[config.mk]
export PLATFORM = sky130hd
export DESIGN_NAME = parity_serial_rx
export DESIGN_NICKNAME = d
export VERILOG_FILES = /design/src/rtl/parity_pkg.sv /design/src/rtl/parity_rx_bit_timer.sv /design/src/rtl/parity_serial_rx.sv
export SDC_FILE = /design/constraint.sdc
export NUM_CORES = 1
export LEC_CHECK = 0
export CORE_ASPECT_RATIO = 0.6
export CORE_MARGIN = 3
export CORE_UTILIZATION = 56
export DETAILED_ROUTE_END_ITERATION = 6
export GPL_TIMING_DRIVEN = 0
export PLACE_DENSITY = 0.79
export RECOVER_POWER = 50
export SLEW_MARGIN = 20
export SYNTH_ARGS = -nofsm -noshare
export SYNTH_HDL_FRONTEND = slang
export SYNTH_HIERARCHICAL = 1
export SYNTH_SLANG_ARGS = --single-unit
export TNS_END_PERCENT = 50
[constraint.sdc]
create_clock -name clk -period 2.9 [get_ports clk]
set_input_delay 0.29 -clock clk [delete_from_list [all_inputs] [get_ports clk]]
set_output_delay 0.29 -clock clk [all_outputs]
set_load 0.01 [all_outputs]
[src/rtl/parity_pkg.sv]
// Shared definitions for the even-parity serial receiver: FSM state
// encodings and the frame-length helpers used to size the bit counter.
package parity_pkg;

    // Receiver FSM states; IDLE is the all-zero encoding so a cleared
    // register lands in a safe state.
    typedef enum logic [2:0] {
        S_IDLE   = 3'd0,
        S_START  = 3'd1,
        S_DATA   = 3'd2,
        S_PARITY = 3'd3,
        S_STOP   = 3'd4
    } rx_state_t;

    // Non-data bits in every frame: start, parity and stop.
    localparam int unsigned FRAME_OVERHEAD = 3;

    // Total serial bits in one frame for a given data width.
    function automatic int unsigned frame_bits(input int unsigned data_w);
        return data_w + FRAME_OVERHEAD;
    endfunction

    // Frame length for the default 4-bit configuration.
    localparam int unsigned DEFAULT_FRAME_BITS = frame_bits(4);

endpackage : parity_pkg

[src/rtl/parity_rx_bit_timer.sv]
// Mid-bit sample timer. A load sets the distance to the first tick (half a
// bit after start detection); after each tick the counter reloads a full bit
// period so later ticks land in the middle of each following bit.
module parity_rx_bit_timer #(
    parameter int CLKS_PER_BIT = 8,
    parameter int CNT_W        = $clog2(CLKS_PER_BIT + 1)
) (
    input  logic             clk,
    input  logic             rst,
    input  logic             load,
    input  logic [CNT_W-1:0] load_val,
    input  logic             count,
    output logic             tick
);

    localparam logic [CNT_W-1:0] FULL_BIT = CNT_W'(CLKS_PER_BIT);
    localparam logic [CNT_W-1:0] ONE      = CNT_W'(1);

    logic [CNT_W-1:0] cnt;

    // Tick on the last cycle of the current interval; a load takes priority.
    assign tick = count && !load && (cnt == ONE);

    // Down-counter with load, auto-reload on tick, and hold when not counting.
    always_ff @(posedge clk or posedge rst) begin
        // NOTE: sequential state always uses non-blocking assignments so every
        // flop samples the pre-edge values, independent of statement order.
        if (rst) begin
            cnt <= '0;
        end else if (load) begin
            cnt <= load_val;
        end else if (count) begin
            if (cnt <= ONE) begin
                cnt <= FULL_BIT;
            end else begin
                cnt <= cnt - ONE;
            end
        end
    end

endmodule : parity_rx_bit_timer

[src/rtl/parity_serial_rx.sv]
// Even-parity UART-style receiver: start bit, DATA_W data bits LSB first,
// one even-parity bit, one stop bit. The line is synchronized, sampled at
// mid-bit by the bit timer, and each frame ends with a one-cycle valid pulse
// that also updates the held data word and error flags.
module parity_serial_rx
    import parity_pkg::*;
#(
    parameter int DATA_W       = 4,
    parameter int CLKS_PER_BIT = 8
) (
    input  logic              clk,
    input  logic              rst,
    input  logic              rx_in,
    output logic [DATA_W-1:0] data_out,
    output logic              valid,
    output logic              parity_err,
    output logic              frame_err,
    output logic              busy
);

    localparam int FRAME_BITS = frame_bits(DATA_W);
    localparam int CNT_W      = $clog2(CLKS_PER_BIT + 1);
    localparam int BIT_W      = $clog2(FRAME_BITS);

    localparam logic [CNT_W-1:0] HALF_BIT  = CNT_W'(CLKS_PER_BIT / 2);
    localparam logic [BIT_W-1:0] LAST_DATA = BIT_W'(DATA_W - 1);
    localparam logic [BIT_W-1:0] BIT_ONE   = BIT_W'(1);

    logic [1:0]        sync;
    logic              rx_s;
    rx_state_t         state;
    logic [BIT_W-1:0]  bit_cnt;
    logic [DATA_W-1:0] shift_reg;
    logic [DATA_W-1:0] shift_next;
    logic              par_bit;
    logic              armed;
    logic              parity_bad;
    logic              timer_load;
    logic              timer_count;
    logic              tick;

    // Two-flop synchronizer; resets to the idle (high) line level.
    always_ff @(posedge clk or posedge rst) begin
        if (rst) begin
            sync <= 2'b11;
        end else begin
            sync <= {sync[0], rx_in};
        end
    end

    assign rx_s = sync[1];

    // Incoming bit enters at the MSB and the word shifts right, so after
    // DATA_W samples the first (LSB) bit has reached bit 0.
    always_comb begin
        // NOTE: a default assignment ahead of any partial update keeps this
        // block purely combinational; without it a latch would be inferred.
        shift_next             = shift_reg >> 1;
        shift_next[DATA_W-1]   = rx_s;
    end

    // Even parity: the data bits plus the parity bit must XOR to zero.
    assign parity_bad = (^shift_reg) ^ par_bit;

    // Start a new frame only on a low line while armed; armed is withheld
    // after a low stop bit until the line has been seen high again.
    assign timer_load  = (state == S_IDLE) && armed && !rx_s;
    assign timer_count = (state != S_IDLE);

    parity_rx_bit_timer #(
        .CLKS_PER_BIT (CLKS_PER_BIT),
        .CNT_W        (CNT_W)
    ) u_bit_timer (
        .clk      (clk),
        .rst      (rst),
        .load     (timer_load),
        .load_val (HALF_BIT),
        .count    (timer_count),
        .tick     (tick)
    );

    // Frame FSM with registered outputs; all sampling happens on timer ticks.
    always_ff @(posedge clk or posedge rst) begin
        if (rst) begin
            state      <= S_IDLE;
            bit_cnt    <= '0;
            shift_reg  <= '0;
            par_bit    <= 1'b0;
            armed      <= 1'b1;
            data_out   <= '0;
            valid      <= 1'b0;
            parity_err <= 1'b0;
            frame_err  <= 1'b0;
            busy       <= 1'b0;
        end else begin
            valid <= 1'b0;
            case (state)
                S_IDLE: begin
                    if (armed && !rx_s) begin
                        state   <= S_START;
                        bit_cnt <= '0;
                        busy    <= 1'b1;
                    end else if (rx_s) begin
                        armed <= 1'b1;
                    end
                end

                S_START: begin
                    if (tick) begin
                        if (!rx_s) begin
                            state <= S_DATA;
                        end else begin
                            // Glitch shorter than half a bit: drop it silently.
                            state <= S_IDLE;
                            busy  <= 1'b0;
                        end
                    end
                end

                S_DATA: begin
                    if (tick) begin
                        shift_reg <= shift_next;
                        if (bit_cnt == LAST_DATA) begin
                            state <= S_PARITY;
                        end else begin
                            bit_cnt <= bit_cnt + BIT_ONE;
                        end
                    end
                end

                S_PARITY: begin
                    if (tick) begin
                        par_bit <= rx_s;
                        state   <= S_STOP;
                    end
                end

                S_STOP: begin
                    if (tick) begin
                        data_out   <= shift_reg;
                        parity_err <= parity_bad;
                        frame_err  <= !rx_s;
                        valid      <= 1'b1;
                        busy       <= 1'b0;
                        armed      <= rx_s;
                        state      <= S_IDLE;
                    end
                end

                default: begin
                    state <= S_IDLE;
                    busy  <= 1'b0;
                end
            endcase
        end
    end

endmodule : parity_serial_rx

==> results.py <==
metrics = {
    "synthesis": {
        "synth_edf_count": 0,
        "yosysWarnings": 6,
        "ys.flop_type": "dfrtp_1",
        "yosysMostFrequentCell": "dfrtp_1",
        "synth-simple-area-share_pct": 13.0,
        "synth-seq-area-share_pct": 48.2,
        "synth_compound_area_share_pct": 12.5,
        "synth_top_cell_area_share_pct": 42.4,
        "synthMuxAreaShare_pct": 12.3,
        "synth_common_cells": "dfrtp_1, inv_1, mux2_4, nor2_1, o21ai_1",
        "synth_seq_cells": 26,
        "synth-async-reset-ratio_pct": 100,
        "mappedNetlistArea_um2": 1360,
        "ys_types": 40,
        "synth_top_area_cell": "dfrtp_1",
        "syn_avg_cell_area_um2": 11.3,
        "synth_top_family_by_area": "simple AND/OR/NAND/NOR gates",
        "synth-xor-area-share_pct": 2.95,
        "synth_fa_ha_area_share_pct": 3.69,
        "yosys-top-cells-area": "dfrtp_1, mux2_4, dfstp_2",
        "synth_cells": 120,
    },
    "routing": {
        "via_per_inst": 5.42,
        "drt-pass1-iter-count": 4,
        "drtIter0Drc": 56,
        "wl_per_cell_um": 14.8,
        "wl_um": 2460,
        "ant_nets": 0,
        "drc": 0,
        "via_count": 899,
    },
    "sta": {
        "slew_headroom_pct": 44.8,
        "slew_viol_final": 0,
        "finClkSkew_ps": 3.09,
        "min_period_ps": 2420,
        "worstMarginPinSlew_ps": 827,
        "tns_ps": 0,
        "period_share_pct": 83.6,
        "rsz0062_at_grt": "false",
        "hold_violations": 0,
        "maxClockFrequency_mhz": 412,
        "setup_slack_ps": 475,
        "setup_viol": 0,
    },
    "grt": {
        "grt_use_total_pct": 18.7,
        "grt_pass1_vias": 886,
        "antenna_found_initial": 0,
        "grt_pass1_wl_um": 4340,
        "grt_max_degree": 23,
        "grt.overflow.total": 0,
    },
    "pwr": {
        "peakVddDrop_v": 0.000376,
        "p_comb_share_pct": 32.4,
        "intPower_w": 0.000785,
        "pwr-share-clk_pct": 25.2,
        "finalPower_w": 0.00118,
        "power_density_nw_per_um2": 747,
        "p_leak_nw": 0.757,
        "switchingPower_w": 0.000391,
        "p_sw_share_pct": 33.2,
        "pwr-share-seq_pct": 42.4,
    },
    "setup_path": {
        "slowest_stage": "dfstp_2",
        "crit_buf_inv": 2,
        "path_delay_family": "simple AND/OR/NAND/NOR gates",
        "slowest_delay_ps": 530,
        "cp.arrival_ps": 2590,
        "path_class": "reg2reg",
        "start_kind": "flip-flop",
        "cp_max_fo": 9,
        "worstPathCellList": "nor3b_2 -> and2_1 -> buf_6 -> nor2b_4 -> and3_1 -> and2_1 -> buf_6 -> and2_4 -> mux2_4",
        "required_ps": 3060,
        "end_kind": "flip-flop",
    },
    "floorplan": {
        "dieArea_um2": 3070,
        "num_rows": 13,
        "core_um2": 2230,
        "die_h_um": 44.1,
        "ioPinCount": 11,
        "fp.dieW_um": 69.5,
        "start_util_pct": 60.9,
    },
    "cells_and_area": {
        "final_layout_size_suffix_gt1_share_pct": 18.4,
        "multi_input_area_um2": 617,
        "regArea_um2": 654,
        "diodes": 0,
        "fillCellCount": 159,
        "nNetsFinal": 144,
        "area_growth_syn_to_layout_pct": 16.0,
    },
    "place": {
        "gp_congestion": 0.679,
        "dp_hpwl_um": 1840,
        "portBuffers": 10,
        "pre_cts_ws_ps": 503,
    },
    "clocking": {
        "numCtsBuffers": 3,
        "cts_max_path_buffers": 2,
        "cts_hold_buf": 0,
        "ctsResizeCount": 0,
        "cts.sinks": 26,
        "post_cts.repair.setup_buffers": 0,
        "cts_root_buf": "clkbuf_8",
        "clk_latency_ps": 270,
        "cts_tree": "yes",
        "clk_pin_slew_ps": 90,
        "cts_htree_levels": 1,
    },
    "flow_run": {
        "drv_cap": 0,
    },
    "outcome": {
        "status": "finished clean",
    },
    "worst_hold_path": {
        "hp-class": "in2async",
    },
}
[logic make-up after synthesis]
group,Yosys count
buffers and inverters,18
xor gates and xnor gates,3
and+or+nand+nor,30
adders and majority gates,4
AOI/OAI and AO/OA,25
other,2
DFF,26
muxes,12
[layout by cell type, fill, tap and decap left out, types with 3 or more instances in the layout]
cell type / n
nand2_1: 5
inv_1: 13
dlygate4sd3_1: 4
o21ai_0: 3
o211ai_1: 3
ha_1: 4
clkbuf_8: 3
clkdlybuf4s50_1: 6
nor2_1: 9
dfrtp_1: 23
a21oi_1: 3
o21ai_1: 6
buf_6: 3
conb_1: 4
dfstp_2: 3
mux2_4: 9
[worst paths after layout]
check	endpoint	from	slack, ps	cells past startpoint
worst min register to register	sync[1]$_DFF_PP1_	sync[0]$_DFF_PP1_	360	0
worst max-delay path	shift_reg[2]$_DFFE_PP0P_	armed$_DFFE_PP1P_	480	9
worst max register to register	shift_reg[2]$_DFFE_PP0P_	armed$_DFFE_PP1P_	480	9
min in group clk	sync[1]$_DFF_PP1_	sync[0]$_DFF_PP1_	360	0
max in group asynchronous	bit_cnt[2]$_DFFE_PP0P_	rst	1750	2
worst min-delay path	u_bit_timer/cnt[1]$_DFFE_PP0P_	rst	360	2
[power by group through the flow]
stage	Clock, W	Combinational [W]	Sequential (W)
5_1_grt	0.000320	0.000423	0.000508
3_5_place_dp	0	0.000376	0.000502
4_1_cts	0.000303	0.000379	0.000497
3_3_place_gp	0	0.000351	0.000497
6_report	0.000297	0.000381	0.000498
2_1_floorplan	0	0.000290	0.000488
[routing by layer]
layer | vias up | part of all wire, % | track usage, %
met5 | - | 0 | 0
met4 | 0 | 0.77 | 4.67
met3 | 5 | 3.5 | 5.67
met2 | 13 | 45 | 30.9
met1 | 435 | 51 | 24.7
li1 | 446 | - | -
[cell type report]
type / instances / area share (%)
multi-input combinational: 78 / 39.2
inverter: 13 / 3.10
sequential: 26 / 41.6
clock inverter: 1 / 1.91
tap: 30 / 2.39
timing repair buffer: 10 / 6.36
buffer: 5 / 2.78
clock buffer: 3 / 2.63
[per-stage QoR]
stage               instance area, um2  utilization (%)  hold slack (ps)  cells
finish                            1570             70.6              362    166
global route                      1570             70.6              354    166
CTS                               1570             70.6              226    166
detailed placement                1500             67.4              351    162
global placement                  1500             67.4              346    162
floorplan                         1360                -             56.1    122
Power figures use the tool's default switching activity.
